[config.mk]
export PLATFORM = sky130hd
export DESIGN_NAME = branch_target_predictor_flat
export DESIGN_NICKNAME = d
export VERILOG_FILES = /design/src/rtl/branch_target_predictor_pkg.sv /design/src/rtl/branch_target_predictor_if.sv /design/src/rtl/branch_target_predictor_sat_counter2.sv /design/src/rtl/branch_target_predictor.sv /design/src/flat_wrapper.sv
export SDC_FILE = /design/constraint.sdc
export NUM_CORES = 2
export LEC_CHECK = 0
export ABC_CLOCK_PERIOD_IN_PS = 10400
export BUFFER_PORTS_ARGS = -buffer_cell sky130_fd_sc_hd__buf_2
export CAP_MARGIN = 20
export CELL_PAD_IN_SITES_DETAIL_PLACEMENT = 1
export CELL_PAD_IN_SITES_GLOBAL_PLACEMENT = 1
export CORE_UTILIZATION = 56
export DETAILED_ROUTE_END_ITERATION = 10
export PLACE_DENSITY = 0.77
export SYNTH_ARGS = -nofsm -noshare
export SYNTH_HDL_FRONTEND = slang
export SYNTH_MEMORY_MAX_BITS = 65536
export SYNTH_SLANG_ARGS = --single-unit
export TNS_END_PERCENT = 20
[constraint.sdc]
create_clock -name clk -period 10.4 [get_ports clk]
set_input_delay 0.52 -clock clk [delete_from_list [all_inputs] [get_ports clk]]
set_output_delay 0.52 -clock clk [all_outputs]
set_load 0.01 [all_outputs]
[src/rtl/branch_target_predictor_pkg.sv]
// Shared types for the fetch-side branch predictor: PC, 2-bit counter, BTB entry, FSM states.
// Default table geometry lives here so the interface, top and counter agree on widths.
package branch_target_predictor_pkg;

  localparam int unsigned BTB_ENTRIES = 64;
  localparam int unsigned BTB_INDEX_W = 6;
  localparam int unsigned BTB_GHR_W   = 6;

  typedef logic [31:0] Pc;
  typedef logic [1:0]  Ctr2;

  localparam Ctr2 CTR_WEAK_NT = 2'b01;
  localparam Ctr2 CTR_WEAK_T  = 2'b10;

  // Tag is kept right-aligned in a PC-wide field; the always-zero upper bits fold away in synthesis.
  typedef struct packed {
    logic valid;
    Pc    tag;
    Pc    target;
  } BtbEntry;

  typedef enum logic {INIT, RUN} PredictorState;

  function automatic Pc pc_tag(input Pc pc, input int unsigned index_w);
    return pc >> (index_w + 2);
  endfunction

endpackage

[src/rtl/branch_target_predictor_if.sv]
// Fetch lookup and pipeline resolution bundle between the core and the branch predictor.
// No backpressure: lookups answer combinationally and resolutions are always accepted.
interface branch_target_predictor_if;
  import branch_target_predictor_pkg::*;

  Pc    fetchPc;
  logic predictTaken;
  Pc    predictTarget;
  logic ready;
  logic updateValid;
  logic updateIsBranch;
  Pc    updatePc;
  logic updateTaken;
  Pc    updateTarget;

  modport master (
    output fetchPc, updateValid, updateIsBranch, updatePc, updateTaken, updateTarget,
    input  predictTaken, predictTarget, ready
  );

  modport slave (
    input  fetchPc, updateValid, updateIsBranch, updatePc, updateTaken, updateTarget,
    output predictTaken, predictTarget, ready
  );

endinterface

[src/rtl/branch_target_predictor_sat_counter2.sv]
// Next state of a 2-bit saturating direction counter; purely combinational, floors at 00 and ceils at 11.
module sat_counter2
  import branch_target_predictor_pkg::*;
(
  input  Ctr2  ctr_i,
  input  logic taken_i,
  output Ctr2  ctr_o
);

  always_comb begin
    ctr_o = ctr_i;
    if (taken_i && (ctr_i != 2'b11)) begin
      ctr_o = ctr_i + 2'b01;
    end else if (!taken_i && (ctr_i != 2'b00)) begin
      ctr_o = ctr_i - 2'b01;
    end
  end

endmodule

[src/rtl/branch_target_predictor.sv]
// Direct-mapped BTB + 2-bit counter predictor: same-cycle lookup, updates visible next cycle, never stalls.
// Table is cleared by a post-reset sweep; define GSHARE_HISTORY_EN to XOR global history into the counter index.
module branch_target_predictor
  import branch_target_predictor_pkg::*;
#(
  parameter int unsigned ENTRIES = BTB_ENTRIES,
  parameter int unsigned INDEX_W = BTB_INDEX_W,
  parameter int unsigned GHR_W   = BTB_GHR_W
) (
  input  logic                       clk,
  input  logic                       rst,
  branch_target_predictor_if.slave   bp
);

  typedef logic [INDEX_W-1:0] idx_t;

  PredictorState state_q;
  idx_t          sweep_q;
  logic          ready_q;

  BtbEntry       btb_q [ENTRIES];
  Ctr2           ctr_q [ENTRIES];

  logic [GHR_W-1:0] hist;

  always_ff @(posedge clk) begin
    if (rst) begin
      state_q <= INIT;
      sweep_q <= '0;
      ready_q <= 1'b0;
    end else begin
      case (state_q)
        INIT: begin
          sweep_q <= sweep_q + 1'b1;
          if (sweep_q == idx_t'(ENTRIES - 1)) begin
            state_q <= RUN;
            ready_q <= 1'b1;
          end
        end
        RUN: begin
          ready_q <= 1'b1;
        end
        default: begin
          state_q <= INIT;
          ready_q <= 1'b0;
        end
      endcase
    end
  end

  idx_t f_idx, f_cidx;
  Pc    f_tag;
  logic f_hit, f_taken;

  always_comb begin
    f_idx   = bp.fetchPc[INDEX_W+1:2];
    f_tag   = pc_tag(bp.fetchPc, INDEX_W);
    f_cidx  = f_idx ^ idx_t'(hist);
    f_hit   = ready_q && btb_q[f_idx].valid && (btb_q[f_idx].tag == f_tag);
    f_taken = f_hit && ctr_q[f_cidx][1];
  end

  assign bp.predictTaken  = f_taken;
  assign bp.predictTarget = f_taken ? btb_q[f_idx].target : bp.fetchPc + 32'd4;
  assign bp.ready         = ready_q;

  idx_t u_idx, u_cidx;
  Pc    u_tag;
  logic u_en, u_hit;
  Ctr2  u_ctr_d;

  always_comb begin
    u_en   = !rst && ready_q && bp.updateValid && bp.updateIsBranch;
    u_idx  = bp.updatePc[INDEX_W+1:2];
    u_tag  = pc_tag(bp.updatePc, INDEX_W);
    u_cidx = u_idx ^ idx_t'(hist);
    u_hit  = btb_q[u_idx].valid && (btb_q[u_idx].tag == u_tag);
  end

  sat_counter2 u_sat (
    .ctr_i   (ctr_q[u_cidx]),
    .taken_i (bp.updateTaken),
    .ctr_o   (u_ctr_d)
  );

  // Table has no reset of its own so it can live in RAM; the sweep clears one entry per cycle.
  always_ff @(posedge clk) begin
    if (state_q == INIT) begin
      btb_q[sweep_q].valid <= 1'b0;
      ctr_q[sweep_q]       <= CTR_WEAK_NT;
    end else if (u_en) begin
      if (u_hit) begin
        ctr_q[u_cidx] <= u_ctr_d;
        if (bp.updateTaken) begin
          btb_q[u_idx].target <= bp.updateTarget;
        end
      end else if (bp.updateTaken) begin
        btb_q[u_idx]  <= '{valid: 1'b1, tag: u_tag, target: bp.updateTarget};
        ctr_q[u_cidx] <= CTR_WEAK_T;
      end
    end
  end

`ifdef GSHARE_HISTORY_EN
  logic [GHR_W-1:0] ghr_q, ghr_d;

  // The update above indexes with the pre-shift history; the shifted value applies from next cycle.
  always_comb begin
    ghr_d = ghr_q;
    if (u_en) begin
      ghr_d = (ghr_q << 1) | GHR_W'(bp.updateTaken);
    end
  end

  always_ff @(posedge clk) begin
    if (rst || (state_q == INIT)) begin
      ghr_q <= '0;
    end else begin
      ghr_q <= ghr_d;
    end
  end

  assign hist = ghr_q;
`else
  assign hist = '0;
`endif

endmodule
[src/flat_wrapper.sv]
// flat-port wrapper written by rule: the top's interface ports become plain ports
module branch_target_predictor_flat import branch_target_predictor_pkg::*;
#(
  parameter int unsigned ENTRIES = BTB_ENTRIES,
  parameter int unsigned INDEX_W = BTB_INDEX_W,
  parameter int unsigned GHR_W   = BTB_GHR_W
)
  (clk, rst, bp_fetchPc, bp_updateValid, bp_updateIsBranch, bp_updatePc, bp_updateTaken, bp_updateTarget, bp_predictTaken, bp_predictTarget, bp_ready);
  branch_target_predictor_if bp_i ();
  input  logic clk;
  input  logic rst;
  input wire logic [$bits(bp_i.fetchPc)-1:0] bp_fetchPc;
  input wire logic [$bits(bp_i.updateValid)-1:0] bp_updateValid;
  input wire logic [$bits(bp_i.updateIsBranch)-1:0] bp_updateIsBranch;
  input wire logic [$bits(bp_i.updatePc)-1:0] bp_updatePc;
  input wire logic [$bits(bp_i.updateTaken)-1:0] bp_updateTaken;
  input wire logic [$bits(bp_i.updateTarget)-1:0] bp_updateTarget;
  output wire logic [$bits(bp_i.predictTaken)-1:0] bp_predictTaken;
  output wire logic [$bits(bp_i.predictTarget)-1:0] bp_predictTarget;
  output wire logic [$bits(bp_i.ready)-1:0] bp_ready;
  assign bp_i.fetchPc = bp_fetchPc;
  assign bp_i.updateValid = bp_updateValid;
  assign bp_i.updateIsBranch = bp_updateIsBranch;
  assign bp_i.updatePc = bp_updatePc;
  assign bp_i.updateTaken = bp_updateTaken;
  assign bp_i.updateTarget = bp_updateTarget;
  assign bp_predictTaken = bp_i.predictTaken;
  assign bp_predictTarget = bp_i.predictTarget;
  assign bp_ready = bp_i.ready;
  branch_target_predictor #(.ENTRIES(ENTRIES), .INDEX_W(INDEX_W), .GHR_W(GHR_W)) u_core (.clk(clk), .rst(rst), .bp(bp_i));
endmodule
Word level (Yosys, flattened, before mapping):

Memories as Yosys holds them, arrays and structs flattened.
Cells that the tools add are included.
W data, S select, Z words.

* register bits after elaboration: 8
* bits in latches: 0
* bits in writable memories: 3776
* memory bits (read-only): 0
* input port bits: 101
* output and inout bits: 34
* memories kept: 2

* add/sub/neg operators: 4
* multipliers: 0
* div/mod/pow operators: 0
* order comparisons: 0
* equal/unequal tests: 5
* shifts and indexed selects: 0
* mux-type cells: 29
* bitwise logic cells: 3
* reductions and logical operators: 14

Memory list
* u_core.btb_q: depth 64, width 57, read ports 2, clocked after memory_dff 0, wr ports 1, line branch_target_predictor.sv:21 `BtbEntry btb_q [ENTRIES];`
* u_core.ctr_q: depth 64, width 2, read ports 2, clocked after memory_dff 0, wr ports 1, line branch_target_predictor.sv:22 `Ctr2 ctr_q [ENTRIES];`

Operators with widths (count)
* $eq A32 B24 Y1: 2
* $mux W32: 2
* $mux W57: 1
* $reduce_or A57 Y1: 1
* $add A32 B3 Y32 const B: 1
* $mux W1: 18
* $mux W6: 2
* $logic_and A1 B1 Y1: 9
* $mux W2: 4
* $add A6 B1 Y6 const B: 1
* $eq A6 B6 Y1 const B: 1
* $mux W3: 1
* $add A2 B1 Y2 const B: 1
* $logic_not A1 Y1: 2
* $ne A2 B1 Y1 const B: 1
* $ne A2 B2 Y1 const B: 1
* $or A1 B1 Y1: 2
* $pmux W1 S2: 1
* $reduce_bool A2 Y1: 1
* $reduce_or A2 Y1: 1
* $sub A2 B1 Y2 const B: 1
* $not A1 Y1: 1

Longest topological paths before layout:

* depth in word-level cells: 10
* mapped depth: 20
* mapped depth without buffers: 11

Hierarchy:

A second synthesis with hierarchy kept.

* cells, all modules: 7509
* area total of the unflattened synthesis: 161154.6 µm²

Modules (own cells, without submodules)
* branch_target_predictor: instances 1, cells an instance 7502, area each 161094.5 µm², seq. area each 113548.9 µm²
* sat_counter2: instances 1, cells an instance 7, area each 60.1 µm², seq. area each 0.0 µm²

Worst setup path after synthesis:

OpenSTA, ideal clock, no wires.

* kind: input port to flip-flop
* from: in bp_updatePc[2]
* to: mem u_core.ctr_q[0][1] (netlist name) (data pin)
* setup time: 0.768 ns
* arrival: 6.929 ns
* data required time: 9.632 ns
* setup slack: 2.703 ns
* cell stages on the path: 16
* buffers on the path: 8
* cells stage by stage: buf_6 > buf_6 > buf_6 > buf_6 > buf_4 > buf_4 > buf_2 > buf_2 > mux4_2 > mux4_2 > mux4_2 > inv_1 > ha_1 > o21ai_0 > a21oi_1 > a311oi_1

* cells in the longest elaborated chain, start to end: 10
* elaborated cells between the ends (all ways): 24

Ends and longest elaborated chain
* start: declaration: line flat_wrapper.sv:15 `input wire logic [$bits(bp_i.updatePc)-1:0] bp_updatePc;`
* $mem_v2 Z64 W57
* $eq A32 B24 Y1: line branch_target_predictor.sv:77 `u_hit = btb_q[u_idx].valid && (btb_q[u_idx].tag == u_tag);`
* $logic_and A1 B1 Y1: line branch_target_predictor.sv:77
* $mux W1: line branch_target_predictor.sv:92 `if (u_hit) begin`
* $mux W1: line branch_target_predictor.sv:91 `end else if (u_en) begin`
* $mux W1: line branch_target_predictor.sv:88 `if (state_q == INIT) begin`
* $mux W1, on equally long branches: line branch_target_predictor.sv:93, branch_target_predictor.sv:99
* $or A1 B1 Y1 (no line)
* $reduce_or A2 Y1 (no line)
* $mux W2 (no line) (*)
* end: declaration: line branch_target_predictor.sv:22

Every way passes the cells marked *; elsewhere a longest branch is shown, timed or not.

Worst setup path after layout:

* from: in bp_fetchPc[3]
* to: out bp_predictTarget[11]

* cells in the longest elaborated chain, start to end: 5
* elaborated cells between the ends (all ways): 8

Ends and longest elaborated chain
* start: declaration: line flat_wrapper.sv:12 `input wire logic [$bits(bp_i.fetchPc)-1:0] bp_fetchPc;`
* $mem_v2 Z64 W57
* $eq A32 B24 Y1 / $logic_and A1 B1 Y1 (equally long branches): line branch_target_predictor.sv:59 `f_hit = ready_q && btb_q[f_idx].valid && (btb_q[f_idx].tag == f_tag);`
* $logic_and A1 B1 Y1: line branch_target_predictor.sv:59
* $logic_and A1 B1 Y1: line branch_target_predictor.sv:60 `f_taken = f_hit && ctr_q[f_cidx][1];`
* $mux W32 (*): line branch_target_predictor.sv:64 `assign bp.predictTarget = f_taken ? btb_q[f_idx].target : bp.fetchPc + 32'd4;`
* end: declaration: line flat_wrapper.sv:19 `output wire logic [$bits(bp_i.predictTarget)-1:0] bp_predictTarget;`

Marks and branches as above.

==> metrics <==
most frequent cell after synthesis=edfxtp_1; residual DRC count=0; Gate power share=3.5%; die width=538 µm; non-filler cells, final=12.0k; status=finished clean; final hold vios=0; Worst setup EP type=primary output; synthesized area per cell=21.0 µm²; core area=285,000 µm²; mux contribution to synthesized area=22.7%; IR drop worst, VDD=0.160 mV; clock power share=44.2%; Yosys warning total=0; clock slew at reported path FFs=60 ps; R2R depth=11; final antenna-violating net count=0; IO Port Bufs=132; WL per Instance=41.0 µm; Cell Chain, Critical Path=buf_8 -> buf_4 -> buf_4 -> mux4_2 -> mux4_2 -> mux4_2 -> xnor2_1 -> nand4_1 -> nor4_1 -> nand4_1 -> buf_4 -> mux2_1 -> buf_2; number of global-route vias before repair=91.5k; number of synthesized flops with an enable pin=3,776; post-synthesis compound-gate area fraction=2.30%; switching part of the total power=21.3%; routability-driven placement congestion ratio=0.858; first-pass GRT wire length=688 mm; Seq pwr share=52.3%; most frequent cells after synthesis=edfxtp_1 (3,776), mux4_2 (1,348), mux2i_1 (561), clkbuf_1 (281), a22oi_1 (259); Setup Fix Bufs, Post-CTS=0; drt pass-1 iters=6; CTS Sinks=3,784; clk_lat worst skew=970 ps; Setup-failing EPs final=0; Slowest-stage cell, CP=nand4_1; worst-margin pin slew=1190 ps; Final Cycle Share=72.3%; Post-Syn Nets=7,779; Post-Synthesis Cell Area=161,000 µm²; CP required=9880 ps; Most used DFF post-synth=edfxtp_1; Internal=24,800 µW; RR Startpoint=u_core.bp.ready; Final nets=8,055; leakage power=0.0469 µW; Setup Total Neg Slack=0 ps; slack of the worst reg-to-reg path=4440 ps; Hold WS=58.0 ps; CTS Root Cell=clkbuf_16; xor/xnor cell area share of the yosys netlist=0.512%; Hold Path Cell Cnt=2; CTS Buf Count=385; Critical Path AT=7000 ps; Synth-to-Final Area Change=12.0%; die area=289,000 µm²; vias=87.7k; pwr dens=175 nW/µm²; CTS tree=done; CP max stage delay=860 ps; CTS max path bufs=4; top cell type's share of synthesized area=70.5%; Detailed Place HPWL=280 mm; hold crit path type=input pin to flop; grt total ovfl=0; count of cell types in the netlist=65; CP startpoint kind=input pin; H-tree depth=5; cts repair resizes=0; final slew viol count=0; Area contributors post-synth=edfxtp_1 (70%), mux4_2 (19%), mux2i_1 (3.5%); Max Clock Freq=133 MHz; post-synthesis register bit count=3,784; adder-cell share of the synthesized area=0.0311%; largest family of logic cells by synthesized area=multiplexers; dpl cells=11.3k; Site Rows=196; Crit Path Category=input pin to primary output; Worst Hold Launch=bp_updateTarget[20]; Slew headroom=20.3%; gr usage total=34.1%; WL final=494 mm; starting DRC count in detailed routing=11.7k; Worst Clk Skew=71.6 ps; CP max FO=63; largest net degree at the start of global routing=136; vias per cell=7.29; Hold Path Sink=u_core.btb_q[4][20]; Sw Pwr=6730 µW; Top Ports=135; Synth Instances=7,674; Die Y=538 µm; register area share after synthesis=70.6%; Reg-to-Reg End=u_core.btb_q[0][40]; share of cells above drive strength 1=31.0%; starting density of the core=56.4%; Yosys top cell by area=edfxtp_1; Period minus WS final=7520 ps; Post-synth ARST share=0%; Simple-Gate Fraction of Synth Area=2.24%; unrepaired setup endpoints after global routing=no; initial antenna violation count=32; maxcap violations=0
==> cells in the final DEF (no fill, tap or decap), types with 14 or more instances in the layout <==
master,instances
nor3_1,34
clkbuf_1,72
clkbuf_16,389
xor2_1,19
nor2_1,98
mux2_2,21
mux2i_1,561
nor3b_1,48
and3_2,45
edfxtp_1,3776
buf_2,122
a21oi_1,87
nand2_1,151
buf_12,37
xnor2_1,75
a22oi_1,259
clkinv_1,70
nor2_4,130
nand3_1,108
diode_2,14
buf_4,249
o21ai_0,55
bufinv_16,44
and3_1,25
o22ai_1,32
mux2_1,28
a31oi_1,23
clkinv_2,90
nand4_1,27
mux4_2,1348
nor4_1,18
==> per-stage QoR <==
step | instance area (µm²) | util, % | total power [µW] | setup slack [ps]
floorplan | 161000 | - | 17500 | 2700
global placement | 167000 | 58.5 | 17900 | 2900
detailed placement | 167000 | 58.5 | 17900 | 2660
CTS | 180000 | 62.9 | 31600 | 2980
global route | 180000 | 63.1 | 32100 | 2650
finish | 180000 | 63.1 | 31600 | 2880
==> sequential cells by signal, indices dropped and copies added, names as in the netlist <==
| name | flops |
|---|---|
| u_core.state_q | 1 |
| u_core.ctr_q | 128 |
| u_core.sweep_q | 6 |
| u_core.btb_q | 3648 |
| u_core.bp.ready | 1 |
==> worst max-delay path, delay by kind of cell <==
kind	cells	cell delay (ps)
and+or+nand+nor	3	1170
xor gates and xnor gates	1	240
muxes	4	2180
buffers and inverters	5	2560
==> how the worst max path moves through the flow <==
stage | startpoint | to | cells after the start
floorplan | bp_updatePc[2] | u_core.ctr_q[0][1] | 16
global placement | bp_updatePc[4] | u_core.ctr_q[48][0] | 12
detailed placement | bp_updatePc[4] | u_core.ctr_q[39][0] | 13
CTS | bp_fetchPc[2] | bp_predictTarget[21] | 10
global route | bp_fetchPc[2] | bp_predictTarget[21] | 10
finish | bp_fetchPc[3] | bp_predictTarget[11] | 13
==> power groups by stage <==
stage | sequential, µW | clock (µW) | combinational, µW
4_1_cts | 16500 | 14000 | 1090
3_3_place_gp | 16800 | 0 | 1080
5_1_grt | 16500 | 14500 | 1130
3_5_place_dp | 16800 | 0 | 1090
6_report | 16500 | 13900 | 1100
2_1_floorplan | 16800 | 0 | 696
==> kinds of logic after synthesis <==
family / after synthesis
and+or+nand+nor: 745
DFF: 3784
buffers and inverters: 550
muxes: 1959
xor gates and xnor gates: 94
adders and majority gates: 4
AOI/OAI and AO/OA: 538
==> cell type report <==
type	instances	area, µm²
Antenna cell	14	35.0
Clock inverter	236	2430
Tap cell	3762	4710
Multi-Input combinational cell	3340	45900
Sequential cell	3784	114000
Inverter	13	48.8
Timing Repair Buffer	426	3600
Fill cell	23000	105000
Clock buffer	461	10000
==> metal layers <==
metal,GRT usage (%),vias to the layer above,wire length [µm]
li1,-,33400,-
met1,43.2,47200,173000
met2,57.0,5709,247000
met3,6.54,1359,47400
met4,16.9,22,26500
met5,0,-,153
==> timing repair <==
item	CTS	global route
endpoints found under the setup margin	0	0
hold buffers	1	0
hold endpoints to repair	7	0
(Power assumes the default switching activity.)
